`config.mk`:
```
export PLATFORM = sky130hd
export DESIGN_NAME = uart_rx_oversampled
export DESIGN_NICKNAME = d
export VERILOG_FILES = /design/src/rtl/uart_rx_oversampled.sv
export SDC_FILE = /design/constraint.sdc
export NUM_CORES = 1
export LEC_CHECK = 0
export ABC_AREA = 1
export BUFFER_PORTS_ARGS = -buffer_cell sky130_fd_sc_hd__buf_2
export CORE_AREA = 2 2 59 56
export DETAILED_ROUTE_END_ITERATION = 6
export DIE_AREA = 0 0 61 58
export HOLD_SLACK_MARGIN = 0.1
export PLACE_DENSITY = 0.73
export SYNTH_ARGS = -nofsm -noshare
export SYNTH_HDL_FRONTEND = slang
export SYNTH_SLANG_ARGS = --single-unit
```
`constraint.sdc`:
```
create_clock -name clk -period 1.25 [get_ports clk]
set_input_delay 0.3125 -clock clk [delete_from_list [all_inputs] [get_ports clk]]
set_output_delay 0.3125 -clock clk [all_outputs]
set_load 0.005 [all_outputs]
```
`src/rtl/uart_rx_oversampled.sv`:
```
// Oversampled 8N1-style UART receiver driven by an external OVERSAMPLE x baud tick.
// Recovers frames from rx and pulses valid (good stop) or frame_err (stop low).
module uart_rx_oversampled #(
  parameter int DATA_BITS  = 8,
  parameter int OVERSAMPLE = 16
) (
  input  logic                 clk,
  input  logic                 rst_n,
  input  logic                 tick,
  input  logic                 rx,
  output logic [DATA_BITS-1:0] data,
  output logic                 valid,
  output logic                 frame_err,
  output logic                 busy
);
  localparam int CW = $clog2(OVERSAMPLE);
  localparam int BW = (DATA_BITS > 1) ? $clog2(DATA_BITS) : 1;
  localparam logic [CW-1:0] HALF  = CW'(OVERSAMPLE/2 - 1);
  localparam logic [CW-1:0] FULL  = CW'(OVERSAMPLE - 1);
  localparam logic [BW-1:0] LASTB = BW'(DATA_BITS - 1);

  typedef enum logic [2:0] {IDLE, START, DATA, STOP, BRK} state_t;

  state_t               state, state_n;
  logic [CW-1:0]        cnt, cnt_n;
  logic [BW-1:0]        bidx, bidx_n;
  logic [DATA_BITS-1:0] sh, sh_n, data_n;
  logic                 valid_n, ferr_n;
  logic                 rx_m, rx_s;

  always_ff @(posedge clk or negedge rst_n) begin
    if (!rst_n) begin
      rx_m <= 1'b1;
      rx_s <= 1'b1;
    end else begin
      rx_m <= rx;
      rx_s <= rx_m;
    end
  end

  always_ff @(posedge clk or negedge rst_n) begin
    if (!rst_n) begin
      state     <= IDLE;
      cnt       <= '0;
      bidx      <= '0;
      sh        <= '0;
      data      <= '0;
      valid     <= 1'b0;
      frame_err <= 1'b0;
    end else begin
      state     <= state_n;
      cnt       <= cnt_n;
      bidx      <= bidx_n;
      sh        <= sh_n;
      data      <= data_n;
      valid     <= valid_n;
      frame_err <= ferr_n;
    end
  end

  // Pulses default low every clk so they never outlive one cycle, even with tick stalled.
  always_comb begin
    state_n = state;
    cnt_n   = cnt;
    bidx_n  = bidx;
    sh_n    = sh;
    data_n  = data;
    valid_n = 1'b0;
    ferr_n  = 1'b0;
    if (tick) begin
      cnt_n = cnt + 1'b1;
      unique case (state)
        IDLE: begin
          cnt_n = '0;
          if (!rx_s) state_n = START;
        end
        START: if (cnt == HALF) begin
          cnt_n   = '0;
          bidx_n  = '0;
          state_n = rx_s ? IDLE : DATA;
        end
        DATA: if (cnt == FULL) begin
          cnt_n = '0;
          sh_n  = {rx_s, sh[DATA_BITS-1:1]};
          if (bidx == LASTB) begin
            bidx_n  = '0;
            state_n = STOP;
          end else begin
            bidx_n = bidx + 1'b1;
          end
        end
        STOP: if (cnt == FULL) begin
          cnt_n  = '0;
          data_n = sh;
          if (rx_s) begin
            valid_n = 1'b1;
            state_n = IDLE;
          end else begin
            ferr_n  = 1'b1;
            state_n = BRK;
          end
        end
        BRK: begin
          // Held-low line must go idle before a new start bit is accepted.
          cnt_n = '0;
          if (rx_s) state_n = IDLE;
        end
        default: state_n = IDLE;
      endcase
    end
  end

  // START only counts as busy once its first tick has elapsed.
  assign busy = (state == START) ? (cnt != '0) : (state != IDLE);

endmodule

```
==> key figures <==
Run status
  – Status: finished, violations left
  – Failing checks: setup timing

Timing
  – Count of final hold-check violations: 0
  – Worst hold slack after final layout: between 0.3 and 0.4 ns
  – Fin. max-slew vios: 0
  – Peak Freq: 617 MHz
  – Final-report setup violation count: 28
  – Setup slack of the critical path after layout: -0.372 ns
  – Fraction of the cycle the final worst path needs: 130%
  – Unrepaired setup endpoints after global routing: yes
  – Max-slew headroom at the worst pin: 74.9%
  – Clock tree skew after final layout: approximately 0.012 ns
  – Period minus WS final: between 1.5 and 2 ns
  – Tightest Pin Transition: about 0.38 ns

Clock network
  – Number of clock sinks seen by CTS: 30
  – H-tree depth reported by CTS: 2
  – Source-to-sink clock delay at the later pin of the worst-skew pair: approximately 0.34 ns
  – CTS tree: done
  – Buffer levels on the longest clock path: 2
  – Clock buffers created by TritonCTS: 5
  – Root Buffer Master: sky130_fd_sc_hd__clkbuf_4
  – CTS clk-pin slew, worst paths: 0.09 ns

Synthesis
  – Predominant post-synthesis flop cell: sky130_fd_sc_hd__dfrtp_1
  – Distinct cell type count after synthesis: 24
  – Post-synth ARST share: 100%
  – Area of the mapped netlist: around 1400 sq um
  – Nets in the synthesized netlist: 170
  – Largest cells by area after synthesis: sky130_fd_sc_hd__dfrtp_1 (49%), sky130_fd_sc_hd__nand2_1 (11%), sky130_fd_sc_hd__inv_1 (5.3%), sky130_fd_sc_hd__o21ai_2 (4.9%), sky130_fd_sc_hd__nand3_1 (3.9%)
  – Library cell with the largest summed area after synthesis: sky130_fd_sc_hd__dfrtp_1
  – Yosys Warn Count: 0
  – #FFs+latches synth: 30
  – Top cell types by occurrence after synthesis: sky130_fd_sc_hd__nand2_1 (43), sky130_fd_sc_hd__dfrtp_1 (28), sky130_fd_sc_hd__inv_1 (20), sky130_fd_sc_hd__nand3_1 (11), sky130_fd_sc_hd__nor2_1 (11)
  – Mean Syn Cell Area: 8.81 sq um
  – Most repeated cell in the gate-level netlist after synthesis: sky130_fd_sc_hd__nand2_1
  – Fraction of the yosys area taken by sequential cells: between 50% and 60%
  – Post-Synthesis Cells: ~160
  – Area share of the largest cell type after synthesis: 49.1%
  – Number of flops mapped to enable cells by yosys: 0

Cells and area
  – Share of post-route cells with drive strength above 1: 52.3%
  – Util after Layout: 73.1%
  – Count of antenna diodes in the layout: 0
  – Sequential cell area: about 750 sq um
  – Final instance area: approximately 2100 sq um
  – Layout area overhead: 49.8%
  – Nets@finish: 225
  – Filler Cell Count: 189
  – Area taken by multi-input logic gates: slightly below 800 sq um

Power
  – Net switching share of the total power: ~35%
  – Switching power total: 0.00136 W
  – Sequential share of power: between 30% and 40%
  – Areal power density over the cells: ~1800 nW/um^2
  – Leakage: between 1 and 1.5 nW
  – Internal power: 0.00248 W
  – Worst vdd rail ir drop: between 0.001 and 0.0015 V
  – Clock network fraction of total power: roughly 27%
  – Power share of the combinational group: between 40% and 50%

Die
  – Total die area: ~3500 sq um
  – Starting density of the core: about half
  – Number of top-level pins: 15
  – Placeable core area: around 2900 sq um
  – Num rows: 19
  – Overall die height: 58 um
  – Die width: around 61 um

Global routing
  – Total congestion overflow after global routing: 0
  – Number of antenna violations at the first check in global routing: 0
  – Total GRT Usage: 24.5%
  – Maximum number of pins on one net before global-route repair: 31
  – Number of global-route vias before repair: about 1300
  – Global-route wire length before repair: roughly 6.2 mm

Placement
  – Post-place instance area: around 1700 sq um
  – Worst setup slack after placement: -0.235 ns
  – Routability congestion estimate from global placement: slightly above 0.9
  – I/O Buffers: 14
  – Estimated wirelength of the detail-placed design: 2.14 mm

Setup path
  – Worst stage delay on the critical path: between 0.4 and 0.5 ns
  – Highest net fanout along the worst path: 2
  – WP data required: between 0.9 and 1 ns
  – CP cell instances: inv_2 > ha_4 > nand2_2 > o21ai_2 > nand3_1 > buf_2
  – Critical path endpoint category: primary output
  – Startpoint class of the critical path: flip-flop
  – Worst path slowest cell: sky130_fd_sc_hd__dfrtp_1
  – Startpoint-to-endpoint class of the critical path: flip-flop to primary output
  – WP buf/inv: 2
  – Arrival time worst endpoint: between 1 and 1.5 ns
  – Cell family contributing the most delay on the critical path: flip-flops

Drt
  – Overall routed net length: 3.94 mm
  – DRC violation count after routing: 0
  – Number of DRC violations after detailed-routing iteration 0: 79
  – Number of detailed-route iterations in the first pass: 4
  – Vias per cell: roughly 5.2
  – Detailed-route wire length per cell: between 15 and 20 um
  – Via Count: 1344
  – Remaining antenna violation count after routing: 0

Run
  – Maximum capacitance violations: 0

Worst hold path
  – Path category of the worst min-delay check: input pin to flip-flop
## power by group through the flow
| stage | registers, W | clock network [W] | logic, W |
|---|---|---|---|
| 6_report | 0.00119 | 0.00104 | 0.00161 |
| 5_1_grt | 0.00121 | 0.00109 | 0.00174 |
| 4_1_cts | 0.00118 | 0.00104 | 0.00141 |
| 3_5_place_dp | 0.00120 | 0 | 0.000978 |
| 3_3_place_gp | 0.00119 | 0 | 0.000941 |
| 2_1_floorplan | 0.00120 | 0 | 0.000512 |
## final timing paths
check,start,end,slack [ns],cells past startpoint
max,cnt[1],busy,-0.37,6
min,tick,cnt[2],0.34,3
max reg2reg,cnt[1],bidx[1],-0.36,10
min reg2reg,rx_m,rx_s,0.36,0
max in group asynchronous,rst_n,rx_m,0.43,3
min in group asynchronous,rst_n,sh[6],0.50,3
## cell usage in the layout (no fill, tap or decap)
| master | netlist | final |
|---|---|---|
| sky130_fd_sc_hd__bufinv_16 | 0 | 2 |
| sky130_fd_sc_hd__o21ai_1 | 9 | 10 |
| sky130_fd_sc_hd__nor2_1 | 11 | 5 |
| sky130_fd_sc_hd__buf_2 | 1 | 14 |
| sky130_fd_sc_hd__nor4_4 | 0 | 1 |
| sky130_fd_sc_hd__inv_2 | 2 | 5 |
| sky130_fd_sc_hd__buf_6 | 1 | 4 |
| sky130_fd_sc_hd__o21ai_0 | 7 | 1 |
| sky130_fd_sc_hd__nand4_1 | 1 | 1 |
| sky130_fd_sc_hd__ha_4 | 0 | 2 |
| sky130_fd_sc_hd__nor2_4 | 1 | 5 |
| sky130_fd_sc_hd__ha_2 | 0 | 1 |
| sky130_fd_sc_hd__nand2_4 | 0 | 1 |
| sky130_fd_sc_hd__o21ai_2 | 8 | 13 |
| sky130_fd_sc_hd__nand3b_1 | 2 | 2 |
| sky130_fd_sc_hd__xor2_1 | 1 | 1 |
| sky130_fd_sc_hd__buf_4 | 1 | 28 |
| sky130_fd_sc_hd__dfstp_2 | 2 | 2 |
| sky130_fd_sc_hd__clkbuf_4 | 0 | 5 |
| sky130_fd_sc_hd__nand2_2 | 2 | 18 |
| sky130_fd_sc_hd__dlygate4sd3_1 | 0 | 2 |
| sky130_fd_sc_hd__dfrtp_1 | 28 | 28 |
| sky130_fd_sc_hd__nand3_2 | 1 | 3 |
| sky130_fd_sc_hd__nand2_1 | 43 | 25 |
| sky130_fd_sc_hd__nand2_8 | 0 | 2 |
| sky130_fd_sc_hd__nor2_2 | 2 | 4 |
| sky130_fd_sc_hd__ha_1 | 4 | 1 |
| sky130_fd_sc_hd__inv_1 | 20 | 17 |
| sky130_fd_sc_hd__nand3_4 | 1 | 3 |
| sky130_fd_sc_hd__nand3_1 | 11 | 9 |
| sky130_fd_sc_hd__a21oi_1 | 2 | 2 |
| sky130_fd_sc_hd__clkbuf_8 | 0 | 1 |
## logic make-up after synthesis
logic type	after synthesis	share of synthesized area (%)
compound gates	26	11.2
xor+xnor	1	0.614
fa+ha+maj	4	3.51
buf+inv	25	7.45
flops	30	52.8
simple gates	76	24.5
## sequential cells by signal (all words and copies together), names as in the netlist
register / count
rx_m: 1
cnt: 4
bidx: 3
rx_s: 1
data: 8
state: 3
valid: 1
sh: 8
frame_err: 1
## through the flow
step	total power (W)	instances	TNS (ns)
2_1_floorplan	0.00171	162	-0.506
5_1_grt	0.00404	260	-9.96
3_3_place_gp	0.00214	233	-3.00
4_1_cts	0.00363	259	-4.08
6_report	0.00385	260	-8.43
3_5_place_dp	0.00218	233	-4.46
## worst register-to-register path, delay by kind of cell, from the launching register on
kind | cells | cell delay (ns)
AND/OR/NAND/NOR | 6 | 0.51
adder cells (fa/ha/maj) | 1 | 0.17
buffers and inverters | 3 | 0.43
flip-flops | 1 | 0.41
## layout make-up
| type | instances | share of cell area [%] |
|---|---|---|
| Timing Repair Buffer | 48 | 16.1 |
| Multi-Input combinational cell | 110 | 37.1 |
| Inverter | 22 | 3.86 |
| Clock buffer | 6 | 2.40 |
| Sequential cell | 30 | 35.2 |
| Clock inverter | 2 | 2.81 |
| Tap cell | 42 | 2.46 |
## routing by layer
layer | wire length, um | vias up | track usage [%] | part of all wire, %
met3 | 180 | 12 | 5.36 | 4.6
met5 | 0 | - | 0 | 0
li1 | - | 633 | - | -
met4 | 91 | 0 | 10.6 | 2.3
met2 | 2040 | 54 | 40.9 | 52
met1 | 1630 | 645 | 30.2 | 41
## what timing repair did
| item | 4_1_cts | 5_1_grt |
|---|---|---|
| gates resized for setup | 32 | 26 |
| pin swaps | 11 | 12 |
| endpoints found under the hold margin | 29 | 0 |
| setup buffers | 15 | 1 |
| endpoints found under the setup margin | 27 | 28 |
| hold buffers | 2 | 0 |
| cloned | 3 | 0 |
(Power assumes the default switching activity.)
